--- src/rtl/mod_arith_pkg.sv ---
// Shared types and default sizing for the mod-11 issue stage and its helpers.
package mod_arith_pkg;

  localparam int MODULUS_DEF = 11;
  localparam int W_DEF       = 4;
  localparam int CNT_W_DEF   = 8;

  typedef enum logic [1:0] {IDLE, CHECK, ISSUE, OUT} state_t;

  typedef struct packed {
    logic             sub;
    logic [W_DEF-1:0] x;
    logic [W_DEF-1:0] y;
  } op_t;

endpackage

--- src/rtl/mod_reduce.sv ---
// Single conditional subtraction: r = (v >= M) ? v - M : v, plus an in_range flag.
module mod_reduce #(
  parameter int W = 4,
  parameter int M = 11
) (
  input  logic [W-1:0] v,
  output logic [W-1:0] r,
  output logic         in_range
);

  // Compare one bit wider so that M == 2**W still works.
  localparam logic [W:0]   M_WIDE = (W+1)'(M);
  localparam logic [W-1:0] M_TRUNC = W'(M);

  assign in_range = ({1'b0, v} < M_WIDE);
  assign r        = in_range ? v : (v - M_TRUNC);

endmodule

--- src/rtl/mod_op_sequencer.sv ---
// Issue stage for the combinational mod-MODULUS adder/subtractor.
// Build option MOD_REDUCE_EN: reduce out-of-range operands instead of flagging an error.
module mod_op_sequencer
  import mod_arith_pkg::*;
#(
  parameter int MODULUS = MODULUS_DEF,
  parameter int W       = W_DEF,
  parameter int CNT_W   = CNT_W_DEF
) (
  input  logic             clk,
  input  logic             rst,
  input  logic             cmd_valid,
  output logic             cmd_ready,
  input  logic             cmd_sub,
  input  logic [W-1:0]     cmd_x,
  input  logic [W-1:0]     cmd_y,
  output logic             add_s,
  output logic [W-1:0]     add_x,
  output logic [W-1:0]     add_y,
  input  logic [W-1:0]     add_z,
  output logic             res_valid,
  input  logic             res_ready,
  output logic [W-1:0]     res_z,
  output logic             res_err,
  output logic [CNT_W-1:0] op_cnt
);

  localparam logic [W:0] MOD_WIDE = (W+1)'(MODULUS);

  state_t           state_reg, state_next;
  op_t              op_reg;
  logic             cmd_ready_reg;
  logic             add_s_reg;
  logic [W-1:0]     add_x_reg, add_y_reg;
  logic [W-1:0]     res_z_reg;
  logic             res_err_reg;
  logic [CNT_W-1:0] op_cnt_reg;

  logic [W-1:0]     red_x, red_y;
  logic             x_in_range, y_in_range;
  logic             accept, handoff;

  // For in-range operands the reduced value equals the operand, so the adder
  // is always fed from the reducers regardless of build option.
  mod_reduce #(.W(W), .M(MODULUS)) u_reduce_x (
    .v        (op_reg.x),
    .r        (red_x),
    .in_range (x_in_range)
  );

  mod_reduce #(.W(W), .M(MODULUS)) u_reduce_y (
    .v        (op_reg.y),
    .r        (red_y),
    .in_range (y_in_range)
  );

  assign accept  = (state_reg == IDLE) && cmd_valid && cmd_ready_reg;
  assign handoff = (state_reg == OUT) && res_ready;

  always_comb begin
    state_next = state_reg;
    case (state_reg)
      IDLE:  if (accept) state_next = CHECK;
`ifdef MOD_REDUCE_EN
      CHECK: state_next = ISSUE;
`else
      CHECK: state_next = (x_in_range && y_in_range) ? ISSUE : OUT;
`endif
      ISSUE: state_next = OUT;
      OUT:   if (res_ready) state_next = IDLE;
      default: state_next = IDLE;
    endcase
  end

  always_ff @(posedge clk) begin
    if (rst) begin
      state_reg     <= IDLE;
      op_reg        <= '0;
      cmd_ready_reg <= 1'b0;
      add_s_reg     <= 1'b0;
      add_x_reg     <= '0;
      add_y_reg     <= '0;
      res_z_reg     <= '0;
      res_err_reg   <= 1'b0;
      op_cnt_reg    <= '0;
    end else begin
      state_reg     <= state_next;
      // Registered so it stays low through the reset edge itself.
      cmd_ready_reg <= (state_next == IDLE);
      if (accept) begin
        op_reg <= '{sub: cmd_sub, x: cmd_x, y: cmd_y};
      end
      if (state_reg == CHECK && state_next == ISSUE) begin
        add_s_reg <= op_reg.sub;
        add_x_reg <= red_x;
        add_y_reg <= red_y;
      end
      if (state_reg == ISSUE) begin
        res_z_reg   <= add_z;
        res_err_reg <= ({1'b0, add_z} >= MOD_WIDE);
      end else if (state_reg == CHECK && state_next == OUT) begin
        res_z_reg   <= '0;
        res_err_reg <= 1'b1;
      end
      if (handoff && !res_err_reg) begin
        op_cnt_reg <= op_cnt_reg + 1'b1;
      end
    end
  end

  assign cmd_ready = cmd_ready_reg;
  assign add_s     = add_s_reg;
  assign add_x     = add_x_reg;
  assign add_y     = add_y_reg;
  assign res_valid = (state_reg == OUT);
  assign res_z     = res_z_reg;
  assign res_err   = res_err_reg;
  assign op_cnt    = op_cnt_reg;

endmodule

--- config.mk ---
export PLATFORM = sky130hd
export DESIGN_NAME = mod_op_sequencer
export DESIGN_NICKNAME = d
export VERILOG_FILES = /design/src/rtl/mod_arith_pkg.sv /design/src/rtl/mod_reduce.sv /design/src/rtl/mod_op_sequencer.sv
export SDC_FILE = /design/constraint.sdc
export NUM_CORES = 1
export LEC_CHECK = 0
export ABC_AREA = 1
export CAP_MARGIN = 30
export CORE_ASPECT_RATIO = 0.75
export CORE_MARGIN = 2
export CORE_UTILIZATION = 51
export DETAILED_ROUTE_END_ITERATION = 7
export HOLD_SLACK_MARGIN = 0.02
export PLACE_DENSITY = 0.89
export SETUP_SLACK_MARGIN = 0.4
export SYNTH_ARGS = -nofsm -noshare
export SYNTH_HDL_FRONTEND = slang
export SYNTH_SLANG_ARGS = --single-unit
export TNS_END_PERCENT = 20
--- constraint.sdc ---
create_clock -name clk -period 4.4 [get_ports clk]
set_clock_uncertainty 0.2 [all_clocks]
set_input_delay 0.88 -clock clk [delete_from_list [all_inputs] [get_ports clk]]
set_output_delay 0.88 -clock clk [all_outputs]
set_load 0.005 [all_outputs]
After elaboration in Yosys (flattened, before gate mapping) --
Index checks and enable logic that the tools add are counted.
Storage, ports and cells: register bits after elaboration 34, memories kept 0, bits in latches 0, bits in writable memories 0, bits in read-only memories 0, word-level logic and storage cells 43
Cells by class: magnitude comparators 3, multiply operators 0, equal/unequal tests 5, mux-type cells 10, shift operators 0, div/mod/pow operators 0, reduce and logical (&&, ||, !) cells 11, add/sub/neg operators 3, bitwise logic cells 0
Operators by type and width (number):
- 2-to-1 mux 4 bit | 4
- adder 8 x 1 -> 8 bit (second input constant) | 1
- equality test 2 bit (second input constant) | 4
- less-than comparator 4 bit (second input constant) | 2
- one-hot mux 2 bit (4 select lines) | 1
- subtractor 4 bit (second input constant) | 2
- logical AND 1 bit | 7
- >= comparator 4 bit (second input constant) | 1
- zero test 2 bit | 2
- 2-to-1 mux 2 bit | 2
- 2-to-1 mux 1 bit | 3
- equality test 2 x 1 -> 1 bit (second input constant) | 1
- nonzero test 2 bit | 1
- zero test 1 bit | 1

Depth between registers and ports, before layout --
Gate-level depths: netlist (run 1).
depth after elaboration 9, depth in mapped cells 10, depth with buffers taken out 10

Modules after synthesis --
From an unflattened synthesis (run 1), not the netlist that was laid out.
Second synthesis, totals: cell total of the unflattened synthesis 219, area total of the unflattened synthesis 1614.0 µm²
By module, submodules not included:
- mod_op_sequencer | times used 1, cells each 187, seq. area each 680.7 µm², area each 1448.9 µm²
- mod_reduce | times used 2, cells each 16, seq. area each 0.0 µm², area each 82.6 µm²

Worst setup path before layout (run 1) --
No wires, ideal clock.
path kind in2reg, start input cmd_valid, end register op_reg[1] (netlist bit), arrival 1.454 ns, path slack 2.631 ns, required time 4.084 ns, cell stages on the path 6, cell sequence nand2_1 nor2_2 inv_1 buf_4 nor2_1 nor2_1
Between the ends: word-level cells in the longest chain between the ends 2
RTL lines:
- from (decl) | RTL line mod_op_sequencer.sv:12 | input logic cmd_valid,
- logical AND 1 bit (2 in a row) | RTL line mod_op_sequencer.sv:57 | assign accept = (state_reg == IDLE) && cmd_valid && cmd_ready_reg;
- to (signal assigned) | RTL line mod_op_sequencer.sv:91 | op_reg <= '{sub: cmd_sub, x: cmd_x, y: cmd_y};
- to (decl) | RTL line mod_op_sequencer.sv:31 | op_t op_reg;
Every way passes these cells. A chain may end at the register's enable or synchronous reset.

Worst setup path in the final report (run 1) --
start register state_reg[1], end output res_valid
Between the ends: word-level cells in the longest chain between the ends 1
RTL lines:
- from (decl) | RTL line mod_op_sequencer.sv:30 | state_t state_reg, state_next;
- from (signal assigned) | RTL line mod_op_sequencer.sv:87 | state_reg <= state_next;
- equality test 2 bit | RTL line mod_op_sequencer.sv:115 | assign res_valid = (state_reg == OUT);
- to (decl) | RTL line mod_op_sequencer.sv:21 | output logic res_valid,
Every way passes these cells.

==> results.cfg, run 1 <==
[outcome]
status = completed

[logic_synthesis]
yosysTopAreaCell = dfxtp_1
syn-instance-count = 213
synthFlopType = dfxtp_1
syn_area_per_cell_um2 = 7.41
synth_seq_area_share = 0.431
async_flop_share = 0
synthTopCellsByCount = nand2_1 (42), dfxtp_1 (34), nor2_1 (30)
synthDistinctLibCells = 26
yosys_warnings = 0
yosysMostFrequentCell = nand2_1
yosys-top-cells-area = dfxtp_1 (43%), nand2_1 (10%), nor2_1 (7.1%)
syn_area_um2 = 1580
synth_nets = 233
ys_seq_elements = 34
synth_edf_count = 0
synthDominantCellAreaShare = 0.431

[layout]
antenna_cells = 0
area_growth_pct = 30.3
final_util = 0.696
multi_input_area_um2 = 754
nets = 274
seqCellArea_um2 = 681
largest_reg_flops = 9
final_cells = 293
filler_cell_count = 260
drive_gt1_frac = 0.102

[worst_setup_path]
path_cells = nand2_1 -> clkinv_2 -> clkdlybuf4s50_1
cp-start-kind = flip-flop
reg2regPathDepth = 5
crit_path_max_incr_delay_ns = 0.50
worstSetupEndpointType = output port
crit_type = reg2out
required_ns = 3.32
rrSetupSlack_ns = 2.53
path_max_fanout = 5
timing.rr.start = state_reg[0]$_SDFF_PP0_
cp_data_arrival_time_ns = 1.39
crit_slowest_cell = clkdlybuf4s50_1
r2r_end = res_z[3]$_SDFFE_PP0P_

[sta]
setup_tns_ns = 0
fmax_ghz = 0.405
rsz0062_at_grt = false
max_slew_margin = 0.431
drv_slew = 0
min_period_ns = 2.47
hold_viol_final = 0
finalSetupViolations = 0
finalCritPeriodShare = 0.561
tightest_slew_ns = 0.853

[clocking]
cts_setup_buffers = 0
clk_pin_slew_ns = 0.07
ctsResizeCount = 0
clock_path_buffers = 2
cts_max_level = 2
cts_buffers = 5
cts_tree = built
cts_root_buf = clkbuf_8
clkLatencyLatePin_ns = 0.29
clock-sinks = 34
hold_buffers = 0

[global_routing]
antenna_found_initial = 0
grtUsageTotal = 0.221
grt_max_degree = 25
grt_pass1_wl_mm = 5.91
grt_pass1_vias = 1349
grt-ovfl-total = 0

[hold_path]
hold_path.class = reg2reg
hold_start = res_z[2]$_SDFFE_PP0P_
min_to = res_z[2]$_SDFFE_PP0P_
hold_depth = 2

[detailed_routing]
drt-initial-drc-count = 71
vias = 1495
viasPerCell = 5.10
wl_mm = 3.46
ant_nets = 0
wl_per_cell_um = 11.8
dr.pass1.iters = 4
route.detailed.drc = 0

[power_and_ir_drop]
cellPowerDensity_nw_per_um2 = 335
leakage_nw = 0.841
irDropWorstVdd_uv = 227

[die]
die_area_um2 = 3560
core-area_um2 = 2960
die_h_um = 52.2
ioPinCount = 41
start_util = 0.534
die_w_um = 68.3
core.rowCount = 17

[place]
dpl.cell_count = 285
io_buffers = 40
place_congestion = 0.818
dp_hpwl_mm = 2.56

[flow_run]
max_cap_violations = 0
-- cell usage in the layout (no fill, tap or decap), types with 3 or more instances in the layout --
cell type / synthesis / final
dfxtp_1: 34 / 34
nor2_1: 30 / 30
a21oi_1: 17 / 17
clkbuf_8: 1 / 6
nor2_2: 4 / 4
nand3_1: 21 / 21
inv_1: 20 / 20
a21oi_2: 8 / 8
clkdlybuf4s50_1: 0 / 40
o21ai_0: 13 / 13
ha_1: 3 / 3
nand2_1: 42 / 42
-- final cells by class --
cell class,count,share of cell area
flip-flops and latches,34,0.331
clock inverters,1,0.00243
well taps,38,0.0231
inverters,22,0.0407
clock buffers,7,0.0419
multi-input cells,151,0.367
repair buffers,40,0.195
-- how the worst max path moves through the flow --
stage / startpoint / to / cells past startpoint
after floorplan: cmd_valid / op_reg[1]$_SDFFE_PP0P_ / 6
final: state_reg[1]$_SDFF_PP0_ / res_valid / 3
after detailed placement: rst / op_reg[4]$_SDFFE_PP0P_ / 4
after global placement: rst / op_reg[7]$_SDFFE_PP0P_ / 4
after CTS: state_reg[1]$_SDFF_PP0_ / res_valid / 3
after global routing: rst / op_reg[8]$_SDFFE_PP0P_ / 4
-- per-layer routing --
layer | vias to the layer above | global-route usage | share of wire
met3 | 4 | 0.0667 | 0.056
li1 | 771 | - | -
met1 | 677 | 0.292 | 0.49
met2 | 43 | 0.350 | 0.45
met4 | 0 | 0.0600 | 0.0090
met5 | - | 0 | 0
-- stage by stage --
step	instance area (um^2)	setup WS, ns	hold WS (ns)	total power, mW
after floorplan	1580	2.63	0.248	0.413
after detailed placement	1970	1.70	0.273	0.457
after global placement	1970	1.80	0.264	0.453
after CTS	2060	1.92	0.282	0.692
after global routing	2060	1.82	0.309	0.724
final	2060	1.93	0.279	0.689
-- critical path: cells and delay by family (launching register included) --
kind,cells,cell delay [ns]
and+or+nand+nor,1,0.11
buffers and inverters,2,0.59
DFF,1,0.41
-- kinds of logic (layout without fill, tap and decap cells) --
| family | after synthesis | in the layout | share of synthesized area |
|---|---|---|---|
| and+or+nand+nor | 105 | 105 | 0.292 |
| buffers and inverters | 28 | 70 | 0.0911 |
| DFF | 34 | 34 | 0.431 |
| AOI/OAI and AO/OA | 42 | 42 | 0.156 |
| adders and majority gates | 3 | 3 | 0.0238 |
| xor gates and xnor gates | 1 | 1 | 0.00555 |
-- where the power goes --
part	internal [mW]	switching, mW
registers	0.327	0.0140
logic	0.0546	0.0549
clock network	0.126	0.112
(Power assumes the default switching activity.)
==> run 2, diff against run 1 <==
Settings changed: CORE_UTILIZATION 51 to 48, PLACE_DENSITY 0.89 to 0.85.
Clock period 4.4 ns to 2.4 ns, I/O delays scaled along.
==> run 2 against run 1 <==
Effect of this change:
- combinational power grew 85%
- sequential power grew 83%
- cell area grew 1.6%
- flip-flop and latch count is the same
- core utilization is 0.84 points lower
- first-iteration DRC count is 24% higher
- final cell count is 1.4% higher
- register-to-register slack worse by 2.0 ns
- critical path depth unchanged
- largest cell class unchanged
- highest routed layer unchanged
==> results.cfg, run 2 (synthesis gave the netlist of run 1 again) <==
[outcome]
status = completed

[sta]
drv_slew = 0
finalSetupViolations = 0
setup_tns_ns = 0
hold_viol_final = 0
tightest_slew_ns = 0.509
fmax_ghz = 0.509
finalCritPeriodShare = 0.819
hold_ws_ns = 0.283
min_period_ns = 1.97
max_slew_margin = 0.661
fin_ws_ns = 0.434
rsz0062_at_grt = false

[detailed_routing]
wl_mm = 3.46
ant_nets = 0
dr.pass1.iters = 4
wl_per_cell_um = 11.6
vias = 1514
route.detailed.drc = 0
drt-initial-drc-count = 88
viasPerCell = 5.10

[place]
io_buffers = 40
dp_hpwl_mm = 2.52
preCtsSetupSlack_ns = 0.383
place_congestion = 0.816

[global_routing]
busiest_layer = met2
met2_usage = 0.335
grt_max_degree = 19
use_met3 = 0.0712
antenna_found_initial = 0
grt-ovfl-total = 0
grt_pass1_vias = 1353
grtUsageMet1 = 0.227
grtUsageTotal = 0.196
grt_pass1_wl_mm = 5.68

[clocking]
cts_setup_buffers = 0
clk_pin_slew_ns = 0.07
cts_root_buf = clkbuf_8
cts_tree = built
hold_buffers = 0
cts_buffers = 5
clkLatencyLatePin_ns = 0.29
clock-sinks = 34
cts_max_level = 2
clock_path_buffers = 2

[layout]
area_growth_pct = 32.5
antenna_cells = 0
mostFrequentLayoutCells = nand2_1 (42), clkdlybuf4s50_1 (40), dfxtp_1 (33)
largest_reg_flops = 9
drive_gt1_frac = 0.120
nets = 278
final_common_cell = nand2_1

[worst_setup_path]
timing.rr.start = op_reg[0]$_SDFFE_PP0P_
r2r_end = add_x[0]$_SDFFE_PP0P_
cp-start-kind = flip-flop
crit_type = reg2out
worstSetupEndpointType = output port
required_ns = 1.72
reg2regPathDepth = 9
rrSetupSlack_ns = 0.57
path_max_fanout = 5
cp_data_arrival_time_ns = 1.29

[die]
start_util = 0.519
core.rowCount = 17
die_w_um = 70.2
ioPinCount = 41
die_area_um2 = 3770
die_h_um = 53.7
core-area_um2 = 3040

[power_and_ir_drop]
leakage_nw = 0.862
cellPowerDensity_nw_per_um2 = 603
irDropWorstVdd_uv = 372

[hold_path]
hold_start = op_reg[8]$_SDFFE_PP0P_
min_to = op_reg[8]$_SDFFE_PP0P_
hold_path.class = reg2reg
hold_depth = 2

[flow_run]
max_cap_violations = 0
==> run 2: worst max path at each step <==
stage          cells past startpoint                endpoint  slack, ns                    start
2_1_floorplan                      8      add_s$_SDFFE_PP0P_       0.80   op_reg[4]$_SDFFE_PP0P_
3_3_place_gp                       6  op_reg[8]$_SDFFE_PP0P_       0.44                cmd_valid
3_5_place_dp                       6  op_reg[3]$_SDFFE_PP0P_       0.38                cmd_valid
4_1_cts                            3               res_valid       0.41  state_reg[1]$_SDFF_PP0_
5_1_grt                            3               res_valid       0.40  state_reg[1]$_SDFF_PP0_
6_report                           3               res_valid       0.43  state_reg[1]$_SDFF_PP0_
==> run 2: what timing repair did <==
action	CTS	global route
endpoints found under the setup margin	1	1
pin swaps	0	0
hold endpoints to repair	0	0
resized for setup	1	1
==> run 2: power breakdown <==
| part | internal (mW) | leakage, nW | switching (mW) | total [mW] |
|---|---|---|---|---|
| Clock | 0.231 | 0.0482 | 0.202 | 0.433 |
| Sequential | 0.599 | 0.277 | 0.0259 | 0.625 |
| Combinational | 0.104 | 0.536 | 0.100 | 0.204 |
| Total | 0.935 | 0.862 | 0.328 | 1.26 |
==> run 2: routing by layer <==
layer,share of wire,vias to the layer above
met5,0,-
met4,0.016,0
met3,0.072,10
met2,0.45,42
met1,0.47,684
li1,-,778
==> run 2: layout make-up <==
type | count | area, um^2
clock buffers | 7 | 86.3
clock inverters | 1 | 5.00
fillers | 265 | 950
inverters | 22 | 83.8
multi-input cells | 151 | 754
flip-flops and latches | 34 | 684
well taps | 38 | 47.5
repair buffers | 44 | 430
==> run 2: per-stage QoR <==
| step | instances | util | cell area [um^2] | power [mW] |
|---|---|---|---|---|
| 6_report | 297 | 0.688 | 2090 | 1.26 |
| 3_5_place_dp | 289 | 0.657 | 2000 | 0.842 |
| 5_1_grt | 297 | 0.688 | 2090 | 1.33 |
| 4_1_cts | 297 | 0.687 | 2090 | 1.27 |
| 2_1_floorplan | 213 | - | 1580 | 0.758 |
| 3_3_place_gp | 289 | 0.657 | 2000 | 0.836 |
==> run 2: worst max-delay path, stage by stage (launching register included) <==
cell	delay [ns]
dfxtp_4	0.37
nand2_1	0.06
clkinv_2	0.07
clkdlybuf4s50_1	0.51
